File: src/rtl/vec_pipe_sequencer.sv
// Vector pipeline sequencer: issues element indices 0..vl-1 of one instruction
// into a STAGES-deep segment pipeline and reports completion with a done pulse.
module vec_pipe_sequencer #(
  parameter int STAGES = 4,
  parameter int VL_W   = 8
) (
  input  logic              clk,
  input  logic              reset,
  input  logic              flush,
  input  logic              instr_valid,
  output logic              instr_ready,
  input  logic [VL_W-1:0]   instr_vl,
  output logic [STAGES-1:0] seg_en,
  output logic [STAGES-1:0] stage_valid,
  output logic              out_valid,
  input  logic              out_ready,
  output logic [VL_W-1:0]   out_idx,
  output logic              out_last,
  output logic              busy,
  output logic              done
);

  typedef enum logic [1:0] {IDLE, ISSUE, DRAIN} state_e;

  localparam logic [VL_W-1:0] ONE = VL_W'(1);

  state_e            state_q, state_d;
  logic [VL_W-1:0]   vl_q, vl_d;
  logic [VL_W-1:0]   cnt_q, cnt_d;
  logic              done_q, done_d;
  logic [STAGES-1:0] valid_q, valid_d;
  logic [STAGES-1:0] last_q, last_d;
  logic [VL_W-1:0]   idx_q [STAGES];
  logic [VL_W-1:0]   idx_d [STAGES];
  logic              stall;
  logic              inject;
  logic              cnt_is_last;

  assign out_valid   = valid_q[STAGES-1];
  assign stall       = out_valid & ~out_ready;
  assign seg_en      = {STAGES{~stall}};
  assign stage_valid = valid_q;
  assign out_idx     = out_valid ? idx_q[STAGES-1] : '0;
  assign out_last    = out_valid & last_q[STAGES-1];
  assign busy        = (state_q != IDLE);
  assign done        = done_q;
  assign instr_ready = (state_q == IDLE) & ~flush;
  assign inject      = (state_q == ISSUE) & ~stall;
  assign cnt_is_last = (cnt_q == (vl_q - ONE));

  always_ff @(posedge clk) begin
    if (reset) begin
      state_q <= IDLE;
      vl_q    <= '0;
      cnt_q   <= '0;
      done_q  <= 1'b0;
      valid_q <= '0;
      last_q  <= '0;
      for (int i = 0; i < STAGES; i++) idx_q[i] <= '0;
    end else begin
      state_q <= state_d;
      vl_q    <= vl_d;
      cnt_q   <= cnt_d;
      done_q  <= done_d;
      valid_q <= valid_d;
      last_q  <= last_d;
      for (int i = 0; i < STAGES; i++) idx_q[i] <= idx_d[i];
    end
  end

  always_comb begin
    state_d = state_q;
    vl_d    = vl_q;
    cnt_d   = cnt_q;
    done_d  = 1'b0;
    valid_d = valid_q;
    last_d  = last_q;
    idx_d   = idx_q;

    // The whole pipeline moves together; a stall freezes every segment.
    if (!stall) begin
      for (int i = STAGES - 1; i > 0; i--) begin
        valid_d[i] = valid_q[i-1];
        last_d[i]  = last_q[i-1];
        idx_d[i]   = idx_q[i-1];
      end
      valid_d[0] = inject;
      last_d[0]  = inject & cnt_is_last;
      idx_d[0]   = cnt_q;
    end

    case (state_q)
      IDLE: begin
        if (instr_valid) begin
          vl_d  = instr_vl;
          cnt_d = '0;
          if (instr_vl != '0) state_d = ISSUE;
          else                done_d  = 1'b1;
        end
      end
      ISSUE: begin
        if (inject) begin
          cnt_d = cnt_q + ONE;
          if (cnt_is_last) state_d = DRAIN;
        end
      end
      DRAIN: begin
        if (out_valid && out_ready && out_last) begin
          state_d = IDLE;
          done_d  = 1'b1;
        end
      end
      default: state_d = IDLE;
    endcase

    // Abort wins over any transition or completion in the same cycle.
    if (flush) begin
      state_d = IDLE;
      cnt_d   = '0;
      done_d  = 1'b0;
      valid_d = '0;
      last_d  = '0;
    end
  end

endmodule

File: config.mk
export PLATFORM = sky130hd
export DESIGN_NAME = vec_pipe_sequencer
export DESIGN_NICKNAME = d
export VERILOG_FILES = /design/src/rtl/vec_pipe_sequencer.sv
export SDC_FILE = /design/constraint.sdc
export NUM_CORES = 1
export LEC_CHECK = 0
export BUFFER_PORTS_ARGS = -buffer_cell sky130_fd_sc_hd__buf_2
export CORE_ASPECT_RATIO = 0.9
export CORE_MARGIN = 8
export CORE_UTILIZATION = 45
export CTS_CLUSTER_DIAMETER = 40
export DETAILED_ROUTE_END_ITERATION = 10
export PLACE_DENSITY = 0.66
export SLEW_MARGIN = 15
export SYNTH_ARGS = -nofsm -noshare
export SYNTH_HDL_FRONTEND = slang
export SYNTH_SLANG_ARGS = --single-unit
File: constraint.sdc
create_clock -name clk -period 2.94 [get_ports clk]
set_input_delay 0.588 -clock clk [delete_from_list [all_inputs] [get_ports clk]]
set_output_delay 0.588 -clock clk [all_outputs]
set_load 0.02 [all_outputs]
==> results of run 1 <==
-- power by group through the flow --
stage / registers [uW] / clock network [uW] / logic [uW]
2_1_floorplan: 834 / 0 / 69.1
4_1_cts: 820 / 648 / 97.2
3_3_place_gp: 838 / 0 / 95.1
3_5_place_dp: 838 / 0 / 95.8
5_1_grt: 822 / 686 / 109
6_report: 820 / 627 / 97.3
-- tightest hold or removal path: stages, from the launching register on --
cell and delay [ns]:
dfxtp_1 0.30, nand2_1 0.05, a21oi_1 0.05
-- layer usage --
metal | vias up | share of wire, % | global-route usage, %
met1 | 1033 | 46 | 17.5
li1 | 1129 | - | -
met5 | - | 0 | 0
met4 | 0 | 1.3 | 4.82
met3 | 7 | 6.5 | 5.95
met2 | 48 | 46 | 23.5
-- flip-flops by register name, summed over array words and instances (netlist names) --
signal / flops
cnt_q: 8
done: 1
idx_q: 32
last_q: 4
stage_valid: 4
state_q: 2
vl_q: 8
-- worst max-delay path by stage --
stage	start	endpoint	slack (ns)	cells past startpoint
after global routing	vl_q[0]$_SDFFE_PP0P_	state_q[1]$_SDFFE_PP0P_	0.45	7
after detailed placement	vl_q[0]$_SDFFE_PP0P_	state_q[1]$_SDFFE_PP0P_	0.63	7
after floorplan	vl_q[0]$_SDFFE_PP0P_	state_q[1]$_SDFFE_PP0P_	0.78	7
after CTS	vl_q[0]$_SDFFE_PP0P_	state_q[1]$_SDFFE_PP0P_	0.58	7
final	vl_q[0]$_SDFFE_PP0P_	state_q[1]$_SDFFE_PP0P_	0.60	7
after global placement	vl_q[0]$_SDFFE_PP0P_	state_q[1]$_SDFFE_PP0P_	0.72	7
-- logic make-up (layout without fill, tap and decap cells) --
logic type / after synthesis / in the layout / share of synthesized area (%)
and+or+nand+nor: 159 / 159 / 28.7
adders and majority gates: 2 / 2 / 0.990
buffers and inverters: 27 / 57 / 4.60
xor gates and xnor gates: 14 / 14 / 4.85
DFF: 59 / 59 / 46.7
AOI/OAI and AO/OA: 64 / 64 / 14.2
-- Yosys cell counts --
master       n  share of area (%)
clkbuf_1    16                2.4
nor3_1       5               0.99
ha_1         2               0.99
a211o_1      2               0.69
o21ai_0      1               0.20
o31a_1       1               0.35
nor3b_2      1               0.49
buf_1        1               0.15
nor2_1      13                1.9
a21oi_1     52                 10
nand2_1    101                 15
o31ai_1      1               0.30
or3b_1       1               0.35
nand4b_1     3                1.0
or4_1        1               0.30
and2_1       9                2.2
nand3_1      6                1.2
nor4_1       4               0.99
a31oi_1      1               0.25
xor2_1       6                2.1
or4_4        1               0.45
nand3b_1     1               0.30
buf_4        4                1.2
o211ai_1     3               0.89
xnor2_1      8                2.8
and3_1       1               0.25
or3b_2       1               0.35
nor2b_1      2               0.49
or2_2        3               0.74
nand4_1      3               0.74
dfxtp_1     59                 47
inv_1        6               0.89
or2b_2       1               0.35
a211oi_1     2               0.59
or3_1        2               0.49
a2111oi_2    1               0.59
-- metrics by stage --
| step | hold slack, ns | cell area [um2] | util [%] | instances |
|---|---|---|---|---|
| 2_1_floorplan | 0.427 | 2530 | - | 325 |
| 3_3_place_gp | 0.434 | 2710 | 48.7 | 410 |
| 3_5_place_dp | 0.440 | 2710 | 48.7 | 410 |
| 4_1_cts | 0.448 | 2880 | 51.8 | 425 |
| 5_1_grt | 0.464 | 2880 | 51.8 | 425 |
| 6_report | 0.445 | 2880 | 51.8 | 425 |
-- area by class of cell --
type | instances | area [um2] | area share (%)
timing repair buffer | 36 | 188 | 6.52
multi-input combinational | 239 | 1230 | 42.8
tap | 70 | 87.6 | 3.04
inverter | 6 | 22.5 | 0.782
clock inverter | 5 | 30.0 | 1.04
clock buffer | 10 | 138 | 4.78
sequential | 59 | 1180 | 41.0
==> metrics.txt, run 1 <==
switch share 24.7%; Layout area overhead 13.9%; HP Start idx_q[4]$_SDFFE_PP0N_; pre-CTS WS 0.631 ns; # diodes 0; CTS buffer count 9; Port Buffers 33; max-slew violations 0; fill cell count 544; initial antenna violation count 0; Psw 381 uW; first-pass GRT wire length 9660 um; status completed; final hold violations 0; total grt overflow 0; Netlist cell types 36; Post-CTS Setup Bufs 0; Longest Clk Path Bufs 2; worst path cell trace inv_1 > ha_1 > or3b_1 > or4_4 > a2111oi_2 > o211ai_1 > a21oi_1; min-delay worst type flop to flop; synthesized area per cell 7.78 um2; synthesized cell area 2530 um2; CP startpoint kind flop; clock latency on the worst-skew pair 0.33 ns; YS warnings 0; Largest stage delay, worst path 0.50 ns; Core Area 5560 um2; worst relative slew slack 50.5%; hold path depth 2; num rows 26; critical path peak fanout 6; Post-layout nets 366; Detailed Route Iter0 Violations 88; sequential power share 53.1%; clock root cell clkbuf_8; DIE AREA 8270 um2; CTS clk-pin slew, worst paths 0.06 ns; reg2reg setup slack 0.60 ns; Synth Net Count 340; # IOs 34; GR Util All Layers 14.7%; post-synthesis sequential area ratio 46.7%; DRT Wirelength 5580 um; Die Wd 95.0 um; Initial DRT Pass Iterations 4; drt drc 0; Mapped Cells 325; CP delay by family, top simple AND/OR/NAND/NOR gates; Hold-fix buffers, CTS 0; Tcrit/Tclk final 79.7%; Max VDD drop 0.283 mV; Starting Density 45.4%; Buf/Inv on CP 1; CP Class flop to flop; power per cell area 536 nW/um2; worst r2r src vl_q[0]$_SDFFE_PP0P_; Total Power 1540 uW; RSZ-0062 raised after global routing false; worst setup margin 0.596 ns; reported max-cap violation count 0; WL/cell 13.1 um; fmax 0.427 GHz; endpoints failing setup 0; largest net degree at the start of global routing 43; Post-Route Skew 0.00586 ns; DPL Wire Length 3760 um; Data arrival, critical path 2.61 ns; TritonCTS clock tree built; vias in the first global route 2,098; Int Power 1160 uW; leakage 0.00103 uW; part of the power in the clock network 40.6%; RD Place Congestion 0.810; Sink Count 59; slowest library cell on the worst path or4_4; combinational share of power 6.3%; most frequent cells in the layout nand2_1, dfxtp_1, a21oi_1; crit path time final 2.34 ns; #FFs+latches synth 59; post-route ant nets 0; post-CTS sizing 0; reg2reg path depth 7; layout cells sized above 1 16.9%; die height 87.1 um; reg2reg end state_q[1]$_SDFFE_PP0P_; via count 2,217; Worst Tran Pin Value 0.743 ns; worst endpoint required time 3.21 ns; H-tree Lvls 3; most common cell after layout, fill and taps aside nand2_1; Worst Setup End Kind flop; Total Neg Setup Slack 0 ns; Hold EP idx_q[4]$_SDFFE_PP0N_; Avg Vias per Cell 5.22
Note: power is estimated with default switching activity, not from simulation.
==> inputs of run 2 (changes only) <==
--- a/config.mk
+++ b/config.mk
@@ -11,7 +11,7 @@
 export CORE_UTILIZATION = 45
 export CTS_CLUSTER_DIAMETER = 40
 export DETAILED_ROUTE_END_ITERATION = 10
-export PLACE_DENSITY = 0.66
+export PLACE_DENSITY = 0.68
 export SLEW_MARGIN = 15
 export SYNTH_ARGS = -nofsm -noshare
 export SYNTH_HDL_FRONTEND = slang
==> constraint.sdc (replaced) <==
create_clock -name clk -period 2.09 [get_ports clk]
set_input_delay 0.418 -clock clk [delete_from_list [all_inputs] [get_ports clk]]
set_output_delay 0.418 -clock clk [all_outputs]
set_load 0.02 [all_outputs]
==> run 2 against run 1 <==
Net effect: via count is 1.2% higher; combinational power rose by 62%; worst hold slack got worse by 0.11 ns; die area did not move; worst setup slack worse by 0.53 ns; core utilization up 3.2 points; critical endpoint unchanged.
==> metrics.txt, run 2 (synthesized netlist as in run 1, its figures left out) <==
Total Neg Setup Slack 0 ns (unchanged); post-route ant nets 0 (unchanged); # diodes 0 (unchanged); part of the power in the clock network 51.2% (+11 points); final instance area 3060 um2 (+6.2%); worst endpoint required time 2.35 ns (-0.86 ns); DIE AREA 8270 um2 (unchanged); Post-layout nets 373 (+1.9%); DP Cell Count 417 (+1.7%); RD Place Congestion 0.797 (-1.5%); endpoints failing setup 0 (unchanged); via count 2,244 (+1.2%); largest net degree at the start of global routing 43 (unchanged); # IOs 34 (unchanged); fill cell count 528 (-2.9%); initial antenna violation count 0 (unchanged); Worst Setup End Kind flop; most frequent cells in the layout nand2_1, dfxtp_1, a21oi_1; Detailed Route Iter0 Violations 128 (+45%); DPL Wire Length 3740 um (-0.50%); layout cells sized above 1 19.9% (+3.0 points); worst setup margin 0.0622 ns (-0.534 ns); crit path time final 2.03 ns (-0.316 ns); leakage 0.00112 uW (+8.3%); Area after DPL 2780 um2 (+2.4%); num rows 26 (unchanged); final hold violations 0 (unchanged); H-tree Lvls 3 (unchanged); CTS clk-pin slew, worst paths 0.06 ns (about the same); Core Util, Final 55.0% (+3.2 points); Port Buffers 33 (unchanged); clock latency on the worst-skew pair 0.33 ns (about the same); Psw 546 uW (+43%); max FFs per register 32 (unchanged); power per cell area 877 nW/um2 (+63%); CP startpoint kind flop; Post-Route Skew 0.00779 ns (+0.00194 ns); GR Util All Layers 14.6% (-0.17 points); fmax 0.493 GHz (+16%); sequential power share 42.9% (-10 points); Layout area overhead 21.0%; drt drc 0 (unchanged); max-slew violations 0 (unchanged); Core Area 5560 um2 (unchanged); Final Non-Filler Cells 432 (+1.6%); Die Wd 95.0 um (unchanged); Sink Count 59 (unchanged); Avg Vias per Cell 5.19 (-0.42%); TritonCTS clock tree built; Data arrival, critical path 2.29 ns (-0.32 ns); Max VDD drop 0.448 mV (+58%); status completed; Worst Tran Pin Value 0.546 ns (-0.197 ns); Starting Density 45.4% (unchanged); most common cell after layout, fill and taps aside nand2_1; pre-CTS WS -0.0594 ns (-0.690 ns); biggest regs idx_q x32, cnt_q x8, vl_q x8; Longest Clk Path Bufs 2 (unchanged); CTS buffer count 9 (unchanged); worst relative slew slack 63.3% (+13 points); RSZ-0062 raised after global routing true; vias in the first global route 2,106 (+0.38%); total grt overflow 0 (unchanged); Initial DRT Pass Iterations 4 (unchanged); Int Power 2140 uW (+84%); die height 87.1 um (unchanged); min-delay worst type input port to flop; reported max-cap violation count 0 (unchanged); DRT Wirelength 5600 um (+0.45%); clock root cell clkbuf_8; switch share 20.4% (-4.3 points); Tcrit/Tclk final 97.0% (+17 points); critical path peak fanout 5 (-1); Hold-fix buffers, CTS 0 (unchanged); first-pass GRT wire length 9630 um (-0.36%); CP Class flop to flop; combinational share of power 5.9% (-0.4 points); WL/cell 13.0 um (-1.2%); Biggest register idx_q; Post-CTS Setup Bufs 0 (unchanged)
[run 2: cell type report]
class	instances	area [um2]	share of cell area, %
flip-flops and latches	59	1180	38.7
inverters	6	22.5	0.736
repair buffers	43	240	7.86
well taps	70	87.6	2.86
clock buffers	10	138	4.50
clock inverters	5	125	4.09
multi-input cells	239	1260	41.3
[run 2: power groups by stage]
stage | logic, uW | clock network [uW] | registers [uW]
finish | 158 | 1370 | 1150
detailed placement | 151 | 0 | 1170
CTS | 157 | 1400 | 1150
global placement | 150 | 0 | 1170
floorplan | 101 | 0 | 1170
global route | 176 | 1460 | 1150
[run 2: timing repair]
action | CTS | global route
setup endpoints to repair | 3 | 3
gates resized for setup | 2 | 1
pin swaps | 3 | 2
[run 2: worst paths after layout]
check | startpoint | end | slack [ns] | cells after the start
setup / recovery | vl_q[1]$_SDFFE_PP0P_ | state_q[1]$_SDFFE_PP0P_ | 0.06 | 7
hold / removal | instr_vl[4] | vl_q[4]$_SDFFE_PP0P_ | 0.34 | 3
setup reg to reg | vl_q[1]$_SDFFE_PP0P_ | state_q[1]$_SDFFE_PP0P_ | 0.06 | 7
hold reg to reg | idx_q[7]$_SDFFE_PP0N_ | idx_q[7]$_SDFFE_PP0N_ | 0.45 | 2
[run 2: routing by layer]
layer / part of all wire, % / global-route usage, %
met1: 45 / 17.8
met2: 47 / 22.7
met3: 6.1 / 3.79
met4: 1.7 / 7.93
met5: 0 / 0
[run 2: per-stage QoR]
stage,hold slack (ns),power (uW)
6_report,0.340,2680
2_1_floorplan,0.427,1270
5_1_grt,0.342,2780
3_3_place_gp,0.436,1320
4_1_cts,0.321,2700
3_5_place_dp,0.439,1330
[run 2: worst max-delay path, cell delays in order, from the launching register on]
cell,delay [ns]
dfxtp_2,0.34
inv_2,0.07
ha_4,0.12
or3b_1,0.35
or4_4,0.46
a2111oi_4,0.31
o211ai_1,0.17
a21oi_1,0.15
==> inputs of run 3 (changes only) <==
--- a/config.mk
+++ b/config.mk
@@ -8,10 +8,10 @@
 export BUFFER_PORTS_ARGS = -buffer_cell sky130_fd_sc_hd__buf_2
 export CORE_ASPECT_RATIO = 0.9
 export CORE_MARGIN = 8
-export CORE_UTILIZATION = 45
+export CORE_UTILIZATION = 51
 export CTS_CLUSTER_DIAMETER = 40
 export DETAILED_ROUTE_END_ITERATION = 10
-export PLACE_DENSITY = 0.68
+export PLACE_DENSITY = 0.76
 export SLEW_MARGIN = 15
 export SYNTH_ARGS = -nofsm -noshare
 export SYNTH_HDL_FRONTEND = slang
==> run 3 against run 2 <==
Net effect: cell count down 1.2%; clock-buffer cell count is 2 higher; largest cell class unchanged; final area down 1.6%; sequential cell count unchanged; largest power group is now sequential cells; combinational power increased by 3%; worst hold slack worse by 0.0088 ns; die area shrank 9.7%; register-to-register slack is essentially flat; critical path type unchanged.
==> metrics.txt, run 3 (synthesized netlist as in run 1, its figures left out) <==
reported max-cap violation count 0 (unchanged); max-slew violations 0 (unchanged); vias in the first global route 2,095 (-0.52%); Avg Vias per Cell 5.28 (+1.7%); CTS clk-pin slew, worst paths 0.06 ns (about the same); H-tree Lvls 3 (unchanged); Die Wd 90.2 um (-5.0%); WL/cell 13.2 um (+1.7%); RSZ-0062 raised after global routing true; most common cell after layout, fill and taps aside nand2_1; final hold violations 0 (unchanged); reg2reg end state_q[1]$_SDFFE_PP0P_; Layout area overhead 19.1%; via count 2,255 (+0.49%); worst endpoint required time 2.35 ns (about the same); fill cell count 411 (-22%); Max VDD drop 0.380 mV (-15%); leakage 0.00110 uW (-1.7%); Initial DRT Pass Iterations 4 (unchanged); DP Cell Count 413 (-0.96%); most frequent cells in the layout nand2_1, dfxtp_1, a21oi_1; total grt overflow 0 (unchanged); first-pass GRT wire length 9750 um (+1.3%); layout cells sized above 1 19.3% (-0.55 points); HP Start instr_vl[4]; Worst Setup End Kind flop; drt drc 0 (unchanged); Tcrit/Tclk final 96.8% (-0.26 points); DPL Wire Length 3820 um (+2.1%); reg2reg path depth 7 (unchanged); post-route ant nets 0 (unchanged); Worst Tran Pin Value 0.566 ns (+0.0196 ns); die height 82.8 um (-4.9%); worst relative slew slack 62.1% (-1.2 points); Post-layout nets 374 (+0.27%); CTS buffer count 9 (unchanged); RD Place Congestion 0.958 (+20%); # diodes 0 (unchanged); critical path peak fanout 2 (-3); CP startpoint kind flop; min-delay worst type input port to flop; critical path startpoint vl_q[1]$_SDFFE_PP0P_; largest net degree at the start of global routing 43 (unchanged); GR Util All Layers 16.4% (+1.8 points); worst r2r src vl_q[1]$_SDFFE_PP0P_; clock latency on the worst-skew pair 0.33 ns (about the same); fmax 0.494 GHz (+0.27%); # IOs 34 (unchanged); Setup crit end state_q[1]$_SDFFE_PP0P_; DRT Wirelength 5630 um (+0.57%); reg2reg setup slack 0.07 ns (about the same); crit path time final 2.02 ns (-0.00538 ns); Port Buffers 33 (unchanged); Final Non-Filler Cells 427 (-1.2%); num rows 24 (-7.7%); Hold-fix buffers, CTS 0 (unchanged); Detailed Route Iter0 Violations 198 (+55%); max FFs per register 32 (unchanged); clock root cell clkbuf_8; Post-CTS Setup Bufs 0 (unchanged); initial antenna violation count 0 (unchanged); Longest Clk Path Bufs 2 (unchanged); status completed; Biggest register idx_q; Core Area 4800 um2 (-14%); final instance area 3010 um2 (-1.6%); DIE AREA 7470 um2 (-9.7%); power per cell area 812 nW/um2 (-7.4%); biggest regs idx_q x32, cnt_q x8, vl_q x8; Data arrival, critical path 2.28 ns (about the same); Area after DPL 2780 um2 (about the same); TritonCTS clock tree built; Starting Density 52.6% (+7.2 points); endpoints failing setup 0 (unchanged); Post-Route Skew 0.00992 ns (+0.00212 ns); Sink Count 59 (unchanged); CP Class flop to flop
run 3: cell types whose count changed in the layout (fill, tap and decap cells not counted), sizes merged:
| cell | change |
|---|---|
| bufinv | -2 |
| clkbuf | +2 |
| buf | +1 |
| clkinv | -1 |
run 3: worst min path at each step:
stage                                  endpoint  slack, ns  cells after the start
after global placement    idx_q[2]$_SDFFE_PP0N_       0.43                      2
after floorplan           idx_q[0]$_SDFFE_PP0N_       0.43                      2
after detailed placement  idx_q[0]$_SDFFE_PP0N_       0.44                      2
final                      vl_q[4]$_SDFFE_PP0P_       0.33                      3
after CTS                  vl_q[4]$_SDFFE_PP0P_       0.32                      3
after global routing       vl_q[5]$_SDFFE_PP0P_       0.33                      3
run 3: metal layers:
layer | share of wire (%) | up-vias | GRT usage [%]
li1 | - | 1144 | -
met1 | 47 | 1054 | 19.4
met2 | 45 | 49 | 25.9
met3 | 6.8 | 8 | 6.38
met4 | 1.3 | 0 | 8.46
met5 | 0 | - | 0
run 3: repair_timing:
| item | in CTS | in global routing |
|---|---|---|
| setup endpoints to repair | 2 | 2 |
| hold endpoints to repair | 0 | 0 |
| gates resized for setup | 1 | 1 |
| pin swaps | 3 | 3 |
run 3: worst max-delay path: stages (launching register included):
cell	delay [ns]
dfxtp_1	0.31
inv_2	0.07
ha_4	0.12
or3b_1	0.35
or4_4	0.45
a2111oi_4	0.34
o211ai_1	0.15
a21oi_1	0.15
run 3: layout make-up:
cell class                      instances  area (um2)  share of cell area (%)
Multi-Input combinational cell        239        1260                    41.9
Sequential cell                        59        1180                    39.2
Timing Repair Buffer                   44         248                    8.23
Clock buffer                           12         155                    5.15
Tap cell                               65        81.3                    2.70
Clock inverter                          2        60.1                    2.00
Inverter                                6        22.5                   0.748
run 3: per-stage QoR:
step / power, uW / setup WS, ns / setup TNS (ns) / utilization, % / hold WS (ns)
final: 2440 / 0.0676 / 0 / 62.7 / 0.331
after floorplan: 1270 / 0.000767 / 0 / - / 0.427
after detailed placement: 1330 / -0.00870 / -0.00948 / 57.8 / 0.441
after CTS: 2460 / 0.0310 / 0 / 62.6 / 0.322
after global placement: 1330 / 0.0303 / 0 / 57.8 / 0.434
after global routing: 2550 / -0.0155 / -0.0246 / 62.7 / 0.325
run 3: report_power, final:
group | total, uW | internal (uW) | switching [uW]
Combinational | 162 | 64.2 | 97.6
Clock | 1130 | 724 | 409
Sequential | 1150 | 1140 | 13.1
Total | 2440 | 1920 | 520
